[config.mk]
export PLATFORM = sky130hd
export DESIGN_NAME = resp_rr_arbiter
export DESIGN_NICKNAME = d
export VERILOG_FILES = /design/src/rtl/resp_rr_arbiter.sv
export SDC_FILE = /design/constraint.sdc
export NUM_CORES = 1
export LEC_CHECK = 0
export CAP_MARGIN = 20
export CORE_MARGIN = 2
export CORE_UTILIZATION = 41
export CTS_CLUSTER_DIAMETER = 200
export DETAILED_ROUTE_END_ITERATION = 12
export GPL_TIMING_DRIVEN = 0
export PLACE_DENSITY_LB_ADDON = 0.08
export SYNTH_ARGS = -nofsm -noshare
export SYNTH_HDL_FRONTEND = slang
export SYNTH_SLANG_ARGS = --single-unit
[constraint.sdc]
create_clock -name clock -period 3.09 [get_ports clock]
set_input_delay 0.7725 -clock clock [delete_from_list [all_inputs] [get_ports clock]]
set_output_delay 0.7725 -clock clock [all_outputs]
set_load 0.02 [all_outputs]
[src/rtl/resp_rr_arbiter.sv]
// Two-requester round-robin response arbiter with burst locking
// and a registered single-entry output stage.
module resp_rr_arbiter #(
    parameter int DATA_W = 32,
    parameter int SRC_W  = 1
) (
    input  logic              clock,
    input  logic              reset,
    input  logic              io_in_0_valid,
    output logic              io_in_0_ready,
    input  logic [SRC_W-1:0]  io_in_0_bits_source,
    input  logic [DATA_W-1:0] io_in_0_bits_data,
    input  logic              io_in_0_bits_last,
    input  logic              io_in_1_valid,
    output logic              io_in_1_ready,
    input  logic [SRC_W-1:0]  io_in_1_bits_source,
    input  logic [DATA_W-1:0] io_in_1_bits_data,
    input  logic              io_in_1_bits_last,
    output logic              io_out_valid,
    input  logic              io_out_ready,
    output logic [SRC_W-1:0]  io_out_bits_source,
    output logic [DATA_W-1:0] io_out_bits_data,
    output logic              io_out_bits_last,
    output logic              io_out_chosen
);

    typedef enum logic [1:0] {
        UNLOCKED = 2'd0,
        LOCKED_0 = 2'd1,
        LOCKED_1 = 2'd2
    } lock_t;

    lock_t state;
    lock_t state_nxt;
    logic  prio;

    logic enq_ok;
    logic grant_0;
    logic grant_1;
    logic fire;
    logic sel;
    logic sel_last;

    assign enq_ok = !io_out_valid | io_out_ready;

    // A lock owner that goes idle keeps the lock; nobody is granted.
    always_comb begin
        grant_0 = 1'b0;
        grant_1 = 1'b0;
        unique case (1'b1)
            (state == LOCKED_0): grant_0 = io_in_0_valid;
            (state == LOCKED_1): grant_1 = io_in_1_valid;
            default: begin
                if (io_in_0_valid && io_in_1_valid) begin
                    grant_0 = !prio;
                    grant_1 = prio;
                end else begin
                    grant_0 = io_in_0_valid;
                    grant_1 = io_in_1_valid;
                end
            end
        endcase
    end

    assign io_in_0_ready = enq_ok & grant_0;
    assign io_in_1_ready = enq_ok & grant_1;

    assign fire     = io_in_0_ready | io_in_1_ready;
    assign sel      = grant_1;
    assign sel_last = sel ? io_in_1_bits_last : io_in_0_bits_last;

    always_comb begin
        state_nxt = state;
        if (fire) begin
            if (sel_last)
                state_nxt = UNLOCKED;
            else
                state_nxt = sel ? LOCKED_1 : LOCKED_0;
        end
    end

    always_ff @(posedge clock or posedge reset) begin
        if (reset)
            state <= UNLOCKED;
        else
            state <= state_nxt;
    end

    always_ff @(posedge clock or posedge reset) begin
        if (reset)
            prio <= 1'b0;
        else if (fire && sel_last)
            prio <= ~sel;
    end

    always_ff @(posedge clock or posedge reset) begin
        if (reset) begin
            io_out_valid       <= 1'b0;
            io_out_bits_source <= '0;
            io_out_bits_data   <= '0;
            io_out_bits_last   <= 1'b0;
            io_out_chosen      <= 1'b0;
        end else if (fire) begin
            io_out_valid       <= 1'b1;
            io_out_bits_source <= sel ? io_in_1_bits_source
                                      : io_in_0_bits_source;
            io_out_bits_data   <= sel ? io_in_1_bits_data
                                      : io_in_0_bits_data;
            io_out_bits_last   <= sel_last;
            io_out_chosen      <= sel;
        end else if (io_out_ready) begin
            io_out_valid <= 1'b0;
        end
    end

endmodule
==> run metrics <==
Worst-path clk slew 70 ps; Layout Skew 3.93 ps; crit path DAT 2220 ps; worst-path maximum fanout 22; share of the synthesized area in the top cell type 0.507; Total GRT Usage 0.210; Peak VDD IR approximately 0.6 mV; Synthesis Warnings 0; sequential-to-total area share from yosys stat 0.507; Max-slew headroom 0.455; WS Path Type in2out; Netlist Area Pre-Place 0.00192 sq mm; total inserted antenna cells 0; initial antenna violation count 0; clk sinks 39; Slew Viols, Final 0; reg2reg setup slack 800 ps; post-route minimum period 2990 ps; PwrDens 1140 mW/mm^2; Top Ports 111; Achievable Freq 0.334 GHz; startpoint types input pin; Final ANT Viol Nets 0; CP delay by family, top buffers and inverters; vias per cell 5.39; area grow syn2layout 65.5%; DRC viols 0; Synth Net Count 224; setup TNS 0 ps; distinct cell type count after synthesis 25; largest net degree at the start of global routing 40; Worst-Margin Slew 817 ps; maximum clock path buffer count 2; hpwl dp approximately 3800 um; placed instance count 311; leakage 1.21 nW; fin crit share 0.969; Routed WL per cell 16.4 um; first-pass GRT wire length 8500 um; IO buf count 110; worst path bufs/invs 3; CP max stage cell clkdlybuf4s50_1; CTS tree yes; Core ar. about 0.0044 sq mm; Avg Cell Area, Syn 12.9 sq um; Hold Fails Final Rpt 0; GP Congestion 0.776; TritonCTS buffer count 5; RSZ-0062 raised after global routing no; Synth area leader dfrtp_1; Rows 24; max_cap viols 0; gr ovfl total 0; initial core utilization 0.433; critical path, cell by cell clkdlybuf4s50_1 > and3b_1 > or2_1 > buf_4 > nor2_1 > clkdlybuf4s15_2; synthesis-stage register bit count 39; Post-Layout Cell Count 317; Final setup violation count 0; Area contributors post-synth dfrtp_1 51%, a2bb2oi_2 22%, o22ai_1 11%; required time worst endpoint 2320 ps; CTS HTree Levels 2; CTS Hold Buffers Added 0; Die Ht 72.5 um; Iter 0 DRT Violations 98; via count 1710; vias in the first global route around 1700; Post CTS Setup Buffer Count 0; status finished clean; Worst Hold Class reg2reg; Post-Route WL 5200 um; Clk Latency, worst-skew pair roughly 280 ps; layout cells sized above 1 0.166; ys flop type dfrtp_1; nets roughly 340; critical path endpoint category output port; share of synthesized registers carrying an async set or reset 1.00; drt first pass iters 4; die area 0.00525 sq mm; Post-synth EDFFs 0; cells after synthesis 149; root buffer cell clkbuf_8; Die X 72.5 um; Slowest Stage Delay on Critical Path roughly 430 ps
-- logic make-up after synthesis --
family                     count (synthesis)  share of synthesized area
and+or+nand+nor                           11                     0.0293
adders and majority gates                  2                     0.0130
AOI/OAI and AO/OA                         78                      0.399
DFF                                       39                      0.507
buffers and inverters                     19                     0.0514
-- worst reg2reg max path, stage by stage, from the launching register on --
cell,delay (ps)
dfrtp_1,360
inv_1,60
ha_1,330
o21ai_0,260
or2_1,140
buf_4,250
clkbuf_1,440
o22ai_1,200
a2bb2oi_2,170
-- worst paths after layout --
check / start / end / cells after the start
max: io_in_0_valid / io_in_1_ready / 6
min: io_out_bits_data[23] / io_out_bits_data[23] / 1
max reg2reg: state[0] / io_out_bits_data[29] / 8
min reg2reg: io_out_bits_data[23] / io_out_bits_data[23] / 1
max in group asynchronous: reset / io_out_bits_data[18] / 2
min in group asynchronous: reset / io_out_bits_data[16] / 2
-- placed cells by master (no fill, tap or decap), types with 2 or more instances in the layout --
cell,count
o22ai_1,34
o21ai_0,3
nand3_1,2
a2bb2oi_1,5
dfrtp_1,39
o32ai_1,2
nor2_1,3
ha_1,2
buf_6,3
a2bb2oi_2,28
clkdlybuf4s50_1,108
clkbuf_1,9
clkbuf_8,7
nand2_1,2
inv_1,2
-- cells in the mapped netlist, types with 2 or more instances --
cell type	number
dfrtp_1	39
nand2_1	2
buf_6	3
o32ai_1	2
nand3_1	2
o21ai_0	3
inv_1	3
a2bb2oi_2	28
ha_1	2
clkbuf_1	8
a2bb2oi_1	5
nor2_1	3
o22ai_1	34
buf_2	4
-- routing by layer --
metal | track usage | routed length [um] | vias up
met3 | 0.0653 | 462 | 2
met1 | 0.277 | 2240 | 810
li1 | - | - | 821
met5 | 0 | 0 | -
met2 | 0.336 | 2480 | 77
met4 | 0.0556 | 23 | 0
-- area by class of cell --
type / count / area [sq um]
Buffer: 14 / 80.1
Clock buffer: 8 / 100
Fill cell: 336 / 1260
Inverter: 3 / 11.3
Multi-Input combinational cell: 91 / 848
Sequential cell: 39 / 976
Tap cell: 52 / 65.1
Timing Repair Buffer: 110 / 1100
-- power by group --
group          internal [mW]  leakage [nW]  switching, mW  total, mW
Combinational           1.20         0.727           1.11       2.31
Clock                  0.204        0.0515          0.167      0.371
Sequential             0.771         0.432          0.160      0.931
Total                   2.18          1.21           1.44       3.61
-- sequential cells by signal, indices dropped and copies added, names as in the netlist --
name                count
io_out_bits_data       32
io_out_bits_source      1
io_out_valid            1
io_out_chosen           1
prio                    1
state                   2
io_out_bits_last        1
-- stage by stage --
step / power (mW) / instance area, sq um / setup slack (ps) / util / hold WS, ps
after floorplan: 2.46 / 1920 / 400 / - / 504
after global placement: 3.25 / 3090 / -528 / 0.695 / 481
after detailed placement: 3.29 / 3090 / -542 / 0.695 / 504
after CTS: 3.65 / 3180 / 22.4 / 0.715 / 520
after global routing: 3.85 / 3180 / 42.6 / 0.716 / 545
final: 3.61 / 3180 / 95.2 / 0.716 / 514
-- repair_timing --
item	CTS	global route
setup endpoints to repair	2	1
pin swaps	0	0
resized for setup	4	2
hold endpoints to repair	0	0
Power figures use the tool's default switching activity.
